**src/rtl/hazard_control_unit.sv**
```systemverilog
// -----------------------------------------------------------------------------
// hazard_control_unit
//
// Pipeline hazard controller for a 5-stage in-order core. Each cycle it picks
// exactly one condition with fixed priority FREEZE > FLUSH > STALL > RUN and
// drives the pipeline enables for it combinationally. The chosen condition is
// also registered onto state_o and counted in saturating event counters.
//
// Ports
//   clk                 pipeline clock, rising edge
//   reset               asynchronous active-low reset (0 = in reset)
//   IF_ID_rs1_i/rs2_i   source register fields of the instruction in IF/ID
//   ID_EX_rd_i          destination register held in ID/EX
//   ID_EX_mem_read_i    ID/EX holds a load
//   redirect_i          taken branch / jalr resolved in EX this cycle
//   mem_busy_i          data memory not ready, whole pipeline holds
//   pc_write_o          PC update enable
//   IF_ID_write_o       IF/ID load enable
//   IF_ID_flush_o       IF/ID clears to a NOP
//   ID_EX_write_o       ID/EX load enable
//   ID_EX_bubble_o      ID/EX loads all-zero control
//   state_o             registered condition: 0 RUN, 1 STALL, 2 FLUSH, 3 FREEZE
//   stall_count_o,
//   flush_count_o,
//   freeze_count_o      saturating per-condition cycle counters
// -----------------------------------------------------------------------------
module hazard_control_unit #(
    parameter int NBits = 32
) (
    input  logic             clk,
    input  logic             reset,
    input  logic [4:0]       IF_ID_rs1_i,
    input  logic [4:0]       IF_ID_rs2_i,
    input  logic [4:0]       ID_EX_rd_i,
    input  logic             ID_EX_mem_read_i,
    input  logic             redirect_i,
    input  logic             mem_busy_i,
    output logic             pc_write_o,
    output logic             IF_ID_write_o,
    output logic             IF_ID_flush_o,
    output logic             ID_EX_write_o,
    output logic             ID_EX_bubble_o,
    output logic [1:0]       state_o,
    output logic [NBits-1:0] stall_count_o,
    output logic [NBits-1:0] flush_count_o,
    output logic [NBits-1:0] freeze_count_o
);

    localparam logic [1:0] ST_RUN    = 2'd0;
    localparam logic [1:0] ST_STALL  = 2'd1;
    localparam logic [1:0] ST_FLUSH  = 2'd2;
    localparam logic [1:0] ST_FREEZE = 2'd3;

    logic [1:0] state_q;
    logic [1:0] cond;
    logic       pending_redirect_q;
    logic       load_use;

    // x0 is never a real producer, so a load to x0 cannot create a hazard.
    assign load_use = ID_EX_mem_read_i && (ID_EX_rd_i != 5'd0) &&
                      ((ID_EX_rd_i == IF_ID_rs1_i) || (ID_EX_rd_i == IF_ID_rs2_i));

    // Next-state: the condition selected for the current cycle.
    // A redirect seen while frozen is remembered and replayed as a FLUSH once
    // memory releases the pipeline. FLUSH outranks STALL because the
    // instruction that would have stalled is being discarded anyway.
    always_comb begin
        cond = ST_RUN;
        if (mem_busy_i) begin
            cond = ST_FREEZE;
        end else if (redirect_i || pending_redirect_q) begin
            cond = ST_FLUSH;
        end else if (load_use) begin
            cond = ST_STALL;
        end
    end

    // State register.
    always_ff @(posedge clk or negedge reset) begin
        if (!reset) begin
            state_q <= ST_RUN;
        end else begin
            state_q <= cond;
        end
    end

    assign state_o = state_q;

    // Redirect remembered across any number of FREEZE cycles; cleared by the
    // single FLUSH cycle that consumes it.
    always_ff @(posedge clk or negedge reset) begin
        if (!reset) begin
            pending_redirect_q <= 1'b0;
        end else if (cond == ST_FREEZE) begin
            if (redirect_i) begin
                pending_redirect_q <= 1'b1;
            end
        end else if (cond == ST_FLUSH) begin
            pending_redirect_q <= 1'b0;
        end
    end

    // Outputs from the current-cycle condition. Everything is held low while
    // reset is asserted so nothing in the pipeline moves during reset.
    always_comb begin
        pc_write_o     = 1'b0;
        IF_ID_write_o  = 1'b0;
        IF_ID_flush_o  = 1'b0;
        ID_EX_write_o  = 1'b0;
        ID_EX_bubble_o = 1'b0;
        if (reset) begin
            case (cond)
                ST_RUN: begin
                    pc_write_o    = 1'b1;
                    IF_ID_write_o = 1'b1;
                    ID_EX_write_o = 1'b1;
                end
                ST_STALL: begin
                    ID_EX_write_o  = 1'b1;
                    ID_EX_bubble_o = 1'b1;
                end
                ST_FLUSH: begin
                    pc_write_o     = 1'b1;
                    IF_ID_write_o  = 1'b1;
                    IF_ID_flush_o  = 1'b1;
                    ID_EX_write_o  = 1'b1;
                    ID_EX_bubble_o = 1'b1;
                end
                default: begin
                    // FREEZE: all enables stay low.
                end
            endcase
        end
    end

    // Saturating event counters: hold at all-ones rather than wrap.
    always_ff @(posedge clk or negedge reset) begin
        if (!reset) begin
            stall_count_o  <= '0;
            flush_count_o  <= '0;
            freeze_count_o <= '0;
        end else begin
            if ((cond == ST_STALL) && (stall_count_o != '1)) begin
                stall_count_o <= stall_count_o + NBits'(1);
            end
            if ((cond == ST_FLUSH) && (flush_count_o != '1)) begin
                flush_count_o <= flush_count_o + NBits'(1);
            end
            if ((cond == ST_FREEZE) && (freeze_count_o != '1)) begin
                freeze_count_o <= freeze_count_o + NBits'(1);
            end
        end
    end

endmodule

```
**config.mk**
```make
export PLATFORM = sky130hd
export DESIGN_NAME = hazard_control_unit
export DESIGN_NICKNAME = d
export VERILOG_FILES = /design/src/rtl/hazard_control_unit.sv
export SDC_FILE = /design/constraint.sdc
export NUM_CORES = 1
export LEC_CHECK = 0
export CAP_MARGIN = 30
export CORE_MARGIN = 3
export CORE_UTILIZATION = 60
export DETAILED_ROUTE_END_ITERATION = 10
export DONT_BUFFER_PORTS = 1
export PLACE_DENSITY = 0.73
export SLEW_MARGIN = 10
export SYNTH_ARGS = -nofsm -noshare
export SYNTH_HDL_FRONTEND = slang
export SYNTH_SLANG_ARGS = --single-unit
```
**constraint.sdc**
```tcl
create_clock -name clk -period 5.3 [get_ports clk]
set_clock_uncertainty 0.2 [all_clocks]
set_input_delay 0.795 -clock clk [delete_from_list [all_inputs] [get_ports clk]]
set_output_delay 0.795 -clock clk [all_outputs]
set_load 0.03 [all_outputs]
```
==> run summary <==
ROUTE
--------------------------------------------------------------------------------------------------
DRC violations left .................................................................            0
Routed wirelength normalized by instance count ......................................      18.0 µm
Routed vias .........................................................................         3592
DRC violation total after the first TritonRoute iteration ...........................          193
Final wirelength ....................................................................     10600 µm
Number of detailed-routing iterations run before antenna repair .....................            4
Average vias per placed instance ....................................................         6.09
Number of nets still failing antenna checks after routing ...........................            0

GRT
--------------------------------------------------------------------------------------------------
Antenna violations before repair ....................................................            0
Combined global-route utilization of all metal layers ...............................        22.8%
First-pass GRT wire length ..........................................................     17800 µm
Via count of the first global-routing pass ..........................................         3532
Grt total ovfl ......................................................................            0
Largest net degree at the start of global routing ...................................          100

SYNTH
--------------------------------------------------------------------------------------------------
Synth warnings ......................................................................            0
Sequential element share of the synthesized area ....................................        50.0%
Syn nets ............................................................................          503
Distinct cell type count of the synthesized netlist .................................           45
Number of standard cells after synthesis ............................................          477
Fraction of synthesis flops using an asynchronous set or reset pin ..................         100%
Number of register bits inferred by synthesis .......................................           99
Syn Std Cell Area ...................................................................     4950 µm²
Post-synthesis average cell area ....................................................     10.4 µm²
Number of enable-type register cells in the synthesized netlist .....................            0
Top flip-flop cell by instance count after synthesis ................................      dfrtp_1

CTS
--------------------------------------------------------------------------------------------------
Hold buffer count at CTS ............................................................            1
Root buffer cell ....................................................................     clkbuf_8
Source-to-sink clock delay at the later pin of the worst-skew pair ..................      0.35 ns
CTS buffer count ....................................................................            9
Clock transition time at the flip-flop clock pins of the worst setup and hold paths .      0.10 ns
CTS H-Tree Depth ....................................................................            3
Clock tree from TritonCTS ...........................................................          yes
Sink Count ..........................................................................           99
Count of instances resized after the clock tree is built ............................            0
Clock Tree Buf Depth ................................................................            2
Setup bufs post-CTS .................................................................            0

SETUP PATH
--------------------------------------------------------------------------------------------------
Beginning of the worst register-to-register path .................................... stall_count_o[27]$_DFFE_PN0P_
Start point of the critical path .................................................... ID_EX_rd_i[1]
FF-to-FF path depth .................................................................            5
WP data required ....................................................................      4.30 ns
Worst flop-to-flop path endpoint .................................................... stall_count_o[1]$_DFFE_PN0P_
Type of element capturing the critical path .........................................   output pin
Largest fanout on the critical path .................................................            3
Minimum setup slack among reg-to-reg paths ..........................................      2.27 ns
CP endpoint ......................................................................... ID_EX_bubble_o
Critical path data arrival time .....................................................      2.42 ns
Launching element type of the critical path .........................................   input port
WS Path Type ........................................................................       in2out

POWER
--------------------------------------------------------------------------------------------------
Switching power .....................................................................     0.588 mW
Switching share of total power ......................................................        35.3%
Sequential share of power ...........................................................        63.5%
Internal cell power .................................................................      1.08 mW
Peak ir drop on the vdd network .....................................................       254 µV
Power consumption ...................................................................      1.66 mW
Leakage power figure ................................................................      2.33 nW
Part of the power in the clock network ..............................................        25.7%
Power density of the placed cells ...................................................   317 nW/µm²
Portion of total power attributed to combinational logic ............................        10.8%

TIMING
--------------------------------------------------------------------------------------------------
Highest Clock Rate ..................................................................      292 MHz
Count of pins over their slew limit .................................................            0
Number of setup violations in the final report ......................................            0
Period Utilization, post-route ......................................................        64.5%
Post-layout min period ..............................................................      3.42 ns
Worst-margin pin slew ...............................................................     0.940 ns
Accumulated negative setup slack ....................................................         0 ns
Final Worst Setup Slack .............................................................      1.88 ns
RSZ-0062 raised after global routing ................................................           no
Worst Hold Slack ....................................................................     0.137 ns
Relative slew margins ...............................................................        37.3%
Final hold violation count ..........................................................            0

PLACE
--------------------------------------------------------------------------------------------------
Port-buffer cells ...................................................................            0
Number of instances in the placed design ............................................          572
Detailed Place HPWL .................................................................      7640 µm
Worst slack at placement ............................................................      1.70 ns
Instance area at placement ..........................................................     5040 µm²
Global placement routability congestion .............................................        0.850

FLOORPLAN
--------------------------------------------------------------------------------------------------
Die width ...........................................................................      96.9 µm
Effective utilization at floorplan ..................................................        62.8%
Die outline area ....................................................................     9380 µm²
Number of top-level pins ............................................................          123
Standard cell core area .............................................................     7890 µm²
Standard-cell rows ..................................................................           32
Overall die height ..................................................................      96.9 µm

LAYOUT
--------------------------------------------------------------------------------------------------
Fin util ............................................................................        66.5%
Number of nets in the finished design ...............................................          509
Most common cell after layout, fill and taps aside ..................................      dfrtp_1
Post-Layout Inst Area ...............................................................     5240 µm²
Most frequent cells in the layout ................................................... dfrtp_1, xnor2_1, nand2_1
Filler cell count ...................................................................          641
Area growth from synthesis to layout ................................................        5.81%
Number of standard cells in the final layout excluding fillers ......................          590
Diode count .........................................................................            0
Proportion of layout cells with a drive suffix above 1 ..............................        6.97%

JOB
--------------------------------------------------------------------------------------------------
MaxCap Viol Count ...................................................................            0

WORST HOLD PATH
--------------------------------------------------------------------------------------------------
Class of the tightest hold or removal check .........................................     in2async

STATUS
--------------------------------------------------------------------------------------------------
Outcome ............................................................................. finished, final reports clean

==> final cells by class <==
cell class	count	area (µm²)	area share, %
Sequential cell	99	2480	47.3
Multi-Input combinational cell	357	2380	45.4
Clock buffer	10	128	2.43
Tap cell	102	128	2.43
Inverter	13	48.8	0.931
Timing Repair Buffer	3	42.5	0.811
Clock inverter	6	40.0	0.764
==> kinds of logic after synthesis <==
group                      count (synthesis)  share of synthesized area, %
AOI/OAI and AO/OA                         18                          2.75
xor gates and xnor gates                  99                          17.5
adders and majority gates                  6                          1.52
buffers and inverters                     21                          1.99
DFF                                       99                          50.0
muxes                                      5                          1.19
and+or+nand+nor                          229                          25.1
==> state kept, by name, indices dropped and copies added, names as in the netlist <==
register,flops
flush_count_o,32
freeze_count_o,32
stall_count_o,32
state_o,2
pending_redirect_q,1
==> worst max-delay path: stages <==
cell,delay [ns]
or4_1,0.50
o211ai_1,0.17
a21oi_1,0.09
nor2_1,0.11
ha_1,0.23
nor2b_1,0.52
==> how the worst min path moves through the flow <==
| stage | slack (ns) | endpoint | depth (start not counted) |
|---|---|---|---|
| 5_1_grt | 0.19 | flush_count_o[13]$_DFFE_PN0P_ | 1 |
| 3_3_place_gp | 0.30 | flush_count_o[20]$_DFFE_PN0P_ | 0 |
| 4_1_cts | 0.18 | flush_count_o[18]$_DFFE_PN0P_ | 1 |
| 2_1_floorplan | 0.29 | pending_redirect_q$_DFFE_PN0P_ | 2 |
| 6_report | 0.14 | flush_count_o[10]$_DFFE_PN0P_ | 1 |
| 3_5_place_dp | 0.30 | flush_count_o[21]$_DFFE_PN0P_ | 0 |
==> power by group through the flow <==
stage          clock network [mW]  registers, mW  logic [mW]
3_3_place_gp                    0           1.07       0.154
4_1_cts                     0.438           1.06       0.181
2_1_floorplan                   0           1.04       0.139
3_5_place_dp                    0           1.07       0.164
5_1_grt                     0.468           1.07       0.205
6_report                    0.427           1.06       0.180
==> metal layers <==
| layer | up-vias | wire length, µm | GRT usage [%] |
|---|---|---|---|
| met5 | - | 0 | 0 |
| met4 | 0 | 266 | 9.07 |
| met3 | 23 | 820 | 7.07 |
| met2 | 130 | 4980 | 35.4 |
| met1 | 1742 | 4560 | 29.9 |
| li1 | 1697 | - | - |
==> Yosys cell counts, drive strengths merged (2+ instances only) <==
master   n  area, µm²
nor2    32        123
and3    13       81.3
ha       6       75.1
and4    10       90.1
nand4   40        263
or3      3       18.8
nor2b    3       18.8
nand3   33        165
clkbuf   3       11.3
a21oi    6       30.0
or4      4       33.8
o21ai    2       10.0
buf      5       38.8
nor3    25        130
dfrtp   99       2480
nand2   43        161
xnor2   58        508
xor2    41        359
mux2     4       48.8
or2      2       12.5
nor4    11       75.1
and2     8       50.1
inv     13       48.8
Power figures use the tool's default switching activity.
